===== config.mk =====
export PLATFORM = sky130hd
export DESIGN_NAME = midi_note_parser_flat
export DESIGN_NICKNAME = d
export VERILOG_FILES = /design/src/rtl/midi_pkg.sv /design/src/rtl/midi_note_parser_if.sv /design/src/rtl/midi_note_parser.sv /design/src/flat_wrapper.sv
export SDC_FILE = /design/constraint.sdc
export NUM_CORES = 1
export LEC_CHECK = 0
export ABC_AREA = 0
export CAP_MARGIN = 20
export CORE_MARGIN = 2
export CORE_UTILIZATION = 36
export CTS_CLUSTER_SIZE = 24
export DETAILED_ROUTE_END_ITERATION = 8
export HOLD_SLACK_MARGIN = 0.05
export PLACE_DENSITY = 0.66
export SLEW_MARGIN = 30
export SYNTH_ARGS = -nofsm -noshare
export SYNTH_HDL_FRONTEND = slang
export SYNTH_SLANG_ARGS = --single-unit

===== constraint.sdc =====
create_clock -name clk_i -period 2.5 [get_ports clk_i]
set_input_delay 0.25 -clock clk_i [delete_from_list [all_inputs] [get_ports clk_i]]
set_output_delay 0.25 -clock clk_i [all_outputs]
set_load 0.03 [all_outputs]

===== src/rtl/midi_pkg.sv =====
// Shared MIDI constants and the parser's FSM / running-status encodings.
// The oscillator also imports MIN_NOTE / MAX_NOTE from here.
package midi_pkg;

  localparam logic [3:0] NOTE_OFF = 4'h8;
  localparam logic [3:0] NOTE_ON  = 4'h9;
  localparam logic [3:0] PROG_CHG = 4'hC;
  localparam logic [3:0] CH_PRESS = 4'hD;

  localparam logic [7:0] RT_MIN = 8'hF8;
  localparam logic [7:0] SC_MIN = 8'hF0;

  localparam logic [7:0] MIN_NOTE = 8'd0;
  localparam logic [7:0] MAX_NOTE = 8'd127;

  typedef enum logic [2:0] {
    ST_IDLE,
    ST_DATA1,
    ST_DATA2,
    ST_SKIP1,
    ST_SKIP2
  } state_t;

  typedef enum logic [2:0] {
    RUN_NONE,
    RUN_ON,
    RUN_OFF,
    RUN_SKIP1,
    RUN_SKIP2
  } run_t;

endpackage


===== src/rtl/midi_note_parser_if.sv =====
// Byte-stream input and oscillator control outputs of the MIDI note parser.
// master = UART/bench side, slave = parser side.
interface midi_note_parser_if;

  logic       byteValid_i;
  logic [7:0] byte_i;
  logic [3:0] channel_i;
  logic [7:0] note_o;
  logic [6:0] velocity_o;
  logic       gate_o;
  logic       phaseRst_o;

  modport master (
    output byteValid_i, byte_i, channel_i,
    input  note_o, velocity_o, gate_o, phaseRst_o
  );

  modport slave (
    input  byteValid_i, byte_i, channel_i,
    output note_o, velocity_o, gate_o, phaseRst_o
  );

endinterface


===== src/rtl/midi_note_parser.sv =====
// Monophonic last-note-priority Note On/Off decoder with running status.
// Define MIDI_CH_FILTER_EN to accept a single channel; otherwise omni.
module midi_note_parser
  import midi_pkg::*;
#(
  parameter logic [3:0] DEFAULT_CH  = 4'd0,
  parameter bit         USE_CH_PORT = 1'b1
) (
  input  logic                 clk_i,
  input  logic                 nrst_i,
  midi_note_parser_if.slave    bus
);

  state_t     state, state_nx;
  run_t       run, run_nx;
  logic [6:0] data1, data1_nx;
  logic       eval_on, eval_off;
  logic       ch_ok;
  logic [3:0] hi;

  logic [7:0] note_nx;
  logic [6:0] vel_nx;
  logic       gate_nx;
  logic       prst_nx;

  assign hi = bus.byte_i[7:4];

`ifdef MIDI_CH_FILTER_EN
  assign ch_ok = (bus.byte_i[3:0] == (USE_CH_PORT ? bus.channel_i : DEFAULT_CH));
`else
  logic unused_cfg;
  assign ch_ok      = 1'b1;
  assign unused_cfg = ^{bus.channel_i, DEFAULT_CH, USE_CH_PORT};
`endif

  // NOTE: sequential state uses non-blocking assignments so every register
  // samples pre-edge values regardless of process ordering.
  always_ff @(posedge clk_i or negedge nrst_i) begin
    if (!nrst_i) begin
      state          <= ST_IDLE;
      run            <= RUN_NONE;
      data1          <= '0;
      bus.note_o     <= MIN_NOTE;
      bus.velocity_o <= '0;
      bus.gate_o     <= 1'b0;
      bus.phaseRst_o <= 1'b0;
    end else begin
      state          <= state_nx;
      run            <= run_nx;
      data1          <= data1_nx;
      bus.note_o     <= note_nx;
      bus.velocity_o <= vel_nx;
      bus.gate_o     <= gate_nx;
      bus.phaseRst_o <= prst_nx;
    end
  end

  // NOTE: every combinational output gets a default first so no path can
  // leave it unassigned and infer a latch.
  always_comb begin
    state_nx = state;
    run_nx   = run;
    data1_nx = data1;
    eval_on  = 1'b0;
    eval_off = 1'b0;
    if (bus.byteValid_i) begin
      if (bus.byte_i >= RT_MIN) begin
        // realtime bytes are transparent, even mid-message
      end else if (bus.byte_i >= SC_MIN) begin
        run_nx   = RUN_NONE;
        state_nx = ST_IDLE;
      end else if (bus.byte_i[7]) begin
        case (hi)
          NOTE_OFF, NOTE_ON: begin
            if (ch_ok) begin
              run_nx   = (hi == NOTE_ON) ? RUN_ON : RUN_OFF;
              state_nx = ST_DATA1;
            end else begin
              run_nx   = RUN_SKIP2;
              state_nx = ST_SKIP1;
            end
          end
          PROG_CHG, CH_PRESS: begin
            run_nx   = RUN_SKIP1;
            state_nx = ST_SKIP2;
          end
          default: begin
            run_nx   = RUN_SKIP2;
            state_nx = ST_SKIP1;
          end
        endcase
      end else begin
        case (state)
          ST_IDLE: begin
            case (run)
              RUN_ON, RUN_OFF: begin
                data1_nx = bus.byte_i[6:0];
                state_nx = ST_DATA2;
              end
              RUN_SKIP2: state_nx = ST_SKIP2;
              default:   state_nx = ST_IDLE;
            endcase
          end
          ST_DATA1: begin
            data1_nx = bus.byte_i[6:0];
            state_nx = ST_DATA2;
          end
          ST_DATA2: begin
            state_nx = ST_IDLE;
            if (run == RUN_ON && bus.byte_i[6:0] != 7'd0) eval_on = 1'b1;
            else                                         eval_off = 1'b1;
          end
          ST_SKIP1: state_nx = ST_SKIP2;
          default:  state_nx = ST_IDLE;
        endcase
      end
    end
  end

  // Retriggering the held note still restarts the oscillator phase.
  always_comb begin
    note_nx = bus.note_o;
    vel_nx  = bus.velocity_o;
    gate_nx = bus.gate_o;
    prst_nx = 1'b0;
    if (eval_on) begin
      note_nx = {1'b0, data1} & MAX_NOTE;
      vel_nx  = bus.byte_i[6:0];
      gate_nx = 1'b1;
      prst_nx = 1'b1;
    end else if (eval_off && bus.gate_o && ({1'b0, data1} == bus.note_o)) begin
      gate_nx = 1'b0;
    end
  end

endmodule


===== src/flat_wrapper.sv =====
// flat-port wrapper written by rule: the top's interface ports become plain ports
module midi_note_parser_flat import midi_pkg::*;
#(
  parameter logic [3:0] DEFAULT_CH  = 4'd0,
  parameter bit         USE_CH_PORT = 1'b1
)
  (clk_i, nrst_i, bus_byteValid_i, bus_byte_i, bus_channel_i, bus_note_o, bus_velocity_o, bus_gate_o, bus_phaseRst_o);
  midi_note_parser_if bus_i ();
  input  logic clk_i;
  input  logic nrst_i;
  input wire logic [$bits(bus_i.byteValid_i)-1:0] bus_byteValid_i;
  input wire logic [$bits(bus_i.byte_i)-1:0] bus_byte_i;
  input wire logic [$bits(bus_i.channel_i)-1:0] bus_channel_i;
  output wire logic [$bits(bus_i.note_o)-1:0] bus_note_o;
  output wire logic [$bits(bus_i.velocity_o)-1:0] bus_velocity_o;
  output wire logic [$bits(bus_i.gate_o)-1:0] bus_gate_o;
  output wire logic [$bits(bus_i.phaseRst_o)-1:0] bus_phaseRst_o;
  assign bus_i.byteValid_i = bus_byteValid_i;
  assign bus_i.byte_i = bus_byte_i;
  assign bus_i.channel_i = bus_channel_i;
  assign bus_note_o = bus_i.note_o;
  assign bus_velocity_o = bus_i.velocity_o;
  assign bus_gate_o = bus_i.gate_o;
  assign bus_phaseRst_o = bus_i.phaseRst_o;
  midi_note_parser #(.DEFAULT_CH(DEFAULT_CH), .USE_CH_PORT(USE_CH_PORT)) u_core (.clk_i(clk_i), .nrst_i(nrst_i), .bus(bus_i));
endmodule

==> flow_metrics.env <==
export IMPL_cap_violations=0
export IMPL_grt_busiest_layer="met2"
export IMPL_floorplan_die_height_um=65.8
export IMPL_leakagePower_nw=0.770
export IMPL_finalWirelength_um=2600
export IMPL_core_rowCount=22
export IMPL_met2_layer_usage_reported_by_global_route_pct=21.7
export IMPL_antenna_cells=0
export IMPL_placeableCoreArea_um2=3660
export IMPL_worst_r2r_setup_slack_ns=0.81
export IMPL_effective_utilization_at_floorplan_pct=37.6
export IMPL_outcome="finished clean"
export IMPL_internal_power_mw=1.14
export IMPL_proportion_of_layout_cells_with_a_drive_suffix_above_1_pct=28.0
export IMPL_p_clk_share_pct=21.8
export IMPL_yosysWarningCount=0
export IMPL_hold_path_class="in -> async"
export IMPL_finalWorstPathRequiredPeriod_ns=1.93
export IMPL_final_instance_count_excl_fill=180
export IMPL_setup_total_negative_slack_ns=0
export IMPL_power_switching_mw=0.592
export IMPL_grt_pass1_vias=920
export IMPL_clock_fmax_ghz=0.517
export IMPL_setup_worst_path_end_class="register"
export IMPL_layout_commonest_cell="sky130_fd_sc_hd__dfrtp_1"
export IMPL_startpoint="bus_byte_i[5]"
export IMPL_critical_path_class="in -> reg"
export IMPL_synthesis_nets=116
export IMPL_antenna_violating_nets_post_route=0
export IMPL_skew_ns=0.00435
export IMPL_cts_resized=0
export IMPL_crit_path_max_fanout=16
export IMPL_ys_seq_elements=29
export IMPL_ir_drop_v=0.000549
export IMPL_postCtsHoldBufs=0
export IMPL_post_detailed_placement_half_perimeter_wirelength_um=1860
export IMPL_clk_pin_slew_worst_paths_ns=0.06
export IMPL_hold_violations=0
export IMPL_switching_part_of_the_total_pct=34.3
export IMPL_port_buffer_count=26
export IMPL_firstDrtPassIters=4
export IMPL_detail_route_drc_violations=0
export IMPL_mostFrequentLayoutCells="sky130_fd_sc_hd__dfrtp_1, sky130_fd_sc_hd__clkdlybuf4s50_1, sky130_fd_sc_hd__mux2_2"
export IMPL_cts_post_setup_buffers_inserted=0
export IMPL_htree_num_levels=2
export IMPL_grt_antenna_before_repair=0
export IMPL_drt_first_iter_violations=18
export IMPL_master_cell_of_the_clock_root_buffer="sky130_fd_sc_hd__clkbuf_8"
export IMPL_setup_viol=0
export IMPL_maxSlewViolCount=0
export IMPL_grt_first_pass_wirelength_um=4460
export IMPL_design_final_nets=146
export IMPL_setup_worst_path_start_class="input pin"
export IMPL_timing_reg2reg_worst_path_depth=4
export IMPL_grt_start_max_net_pins=30
export IMPL_routed_via_density=4.89
export IMPL_skew_pair_late_insertion_delay_ns=0.28
export IMPL_clkSinkCount=29
export IMPL_layout_filler_cells=340
export IMPL_gp_congestion=0.785
export IMPL_design_portCount=32
export IMPL_design_die_area_um2=4330
export IMPL_worst_endpoint_arrival_ns=2.10
export IMPL_grt_total_usage_pct=14.1
export IMPL_power_per_cell_area_nw_per_um2=984
export IMPL_area_delta_synth_final_pct=27.7
export IMPL_post_layout_total_power_mw=1.73
export IMPL_overflow=0
export IMPL_syn_mean_instance_area_um2=13.6
export IMPL_numPlacedInstances=172
export IMPL_gr_usage_met1_pct=17.5
export IMPL_syn_instance_count=101
export IMPL_r2r_end="u_core.bus.note_o[1]"
export IMPL_route_detailed_wl_per_inst_um=14.4
export IMPL_power_frac_seq_pct=42.5
export IMPL_rsz0062_at_grt="false"
export IMPL_global_route_usage_met3_pct=6.13
export IMPL_comb_power_share_pct=35.7
export IMPL_cts_buffers=5
export IMPL_cp_data_required_time_ns=2.67
export IMPL_synth_seq_area_share_pct=52.8
export IMPL_die_width_um=65.8
export IMPL_clock_tree_from_tritoncts="built"
export IMPL_netlist_area_pre_place_um2=1380
export IMPL_vias=880
export IMPL_synthDistinctLibCells=31
export IMPL_critical_path_reg2reg_startpoint="u_core.run[1]"
export IMPL_fin_crit_sh_pct=77.4
export IMPL_cts_root_to_sink_buffers=2
## worst max-delay path by stage
stage / slack [ns] / endpoint / cells after the start
floorplan: 0.94 / u_core.bus.note_o[0] / 5
global placement: 0.28 / u_core.bus.note_o[1] / 5
detailed placement: 0.27 / u_core.bus.note_o[5] / 5
CTS: 0.56 / u_core.bus.note_o[5] / 5
global route: 0.46 / u_core.bus.velocity_o[4] / 5
finish: 0.57 / u_core.bus.note_o[1] / 5
## logic make-up after synthesis
group	after synthesis	synth area share, %
compound gates	14	7.64
xor+xnor	7	4.46
buf+inv	7	3.28
flops	29	52.8
mux	23	21.0
other cells	1	0.273
simple gates	20	10.6
## cell type report
| cell class | instances | area [um2] | area share, % |
|---|---|---|---|
| inverters | 3 | 11.3 | 0.641 |
| flip-flops and latches | 29 | 726 | 41.3 |
| multi-input cells | 65 | 604 | 34.4 |
| clock inverters | 3 | 17.5 | 0.998 |
| clock buffers | 5 | 68.8 | 3.92 |
| repair buffers | 27 | 268 | 15.3 |
| well taps | 48 | 60.1 | 3.42 |
## sequential cells by signal, summed over array words and instances (netlist names)
name	flops
u_core.data1	7
u_core.bus.gate_o	1
u_core.bus.velocity_o	7
u_core.bus.phaseRst_o	1
u_core.bus.note_o	7
u_core.run	3
u_core.state	3
## cell usage after synthesis, drive strengths merged
cell,number,share of area [%]
nor3,1,0.36
a21oi,2,0.73
nand4,3,1.4
nand3,1,1.3
o31ai,1,0.55
a32o,1,0.73
and2,1,0.46
mux2,23,21
a22oi,1,0.55
conb,1,0.27
o41ai,1,0.64
nor2,2,0.55
a211oi,1,0.91
nand3b,1,0.55
a32oi,1,0.64
nand2b,2,0.91
nor4,2,1.4
a22o,1,0.64
nand2,5,1.4
o21ai,4,1.7
dfrtp,29,53
xnor2,7,4.5
nor4b,2,2.4
inv,3,0.82
o21a,1,0.55
buf,4,2.5
## per-stage QoR
stage | cell area, um2 | utilization, % | worst slack, ns | hold WS [ns]
2_1_floorplan | 1380 | - | 0.940 | -0.0456
3_3_place_gp | 1670 | 45.6 | 0.278 | 0.485
3_5_place_dp | 1670 | 45.6 | 0.269 | 0.492
4_1_cts | 1760 | 47.9 | 0.562 | 0.358
5_1_grt | 1760 | 47.9 | 0.462 | 0.375
6_report | 1760 | 47.9 | 0.565 | 0.350
## worst max-delay path, stage by stage
cell and delay [ns]:
sky130_fd_sc_hd__clkdlybuf4s50_1 0.71, sky130_fd_sc_hd__nor4_2 0.11, sky130_fd_sc_hd__a211oi_2 0.35, sky130_fd_sc_hd__nand3_4 0.29
sky130_fd_sc_hd__mux2_4 0.38
## power by group through the flow
| stage | Sequential [mW] | Clock [mW] | Combinational, mW |
|---|---|---|---|
| global route | 0.758 | 0.410 | 0.657 |
| floorplan | 0.864 | 0 | 0.269 |
| finish | 0.734 | 0.376 | 0.617 |
| CTS | 0.737 | 0.388 | 0.624 |
| detailed placement | 0.745 | 0 | 0.620 |
| global placement | 0.734 | 0 | 0.614 |
## metal layers
layer / up-vias / wire, um
met3: 2 / 98
met5: - / 0
met4: 0 / 14
li1: 421 / -
met1: 438 / 1180
met2: 19 / 1300
No activity file was read; power rests on OpenSTA's default activity.
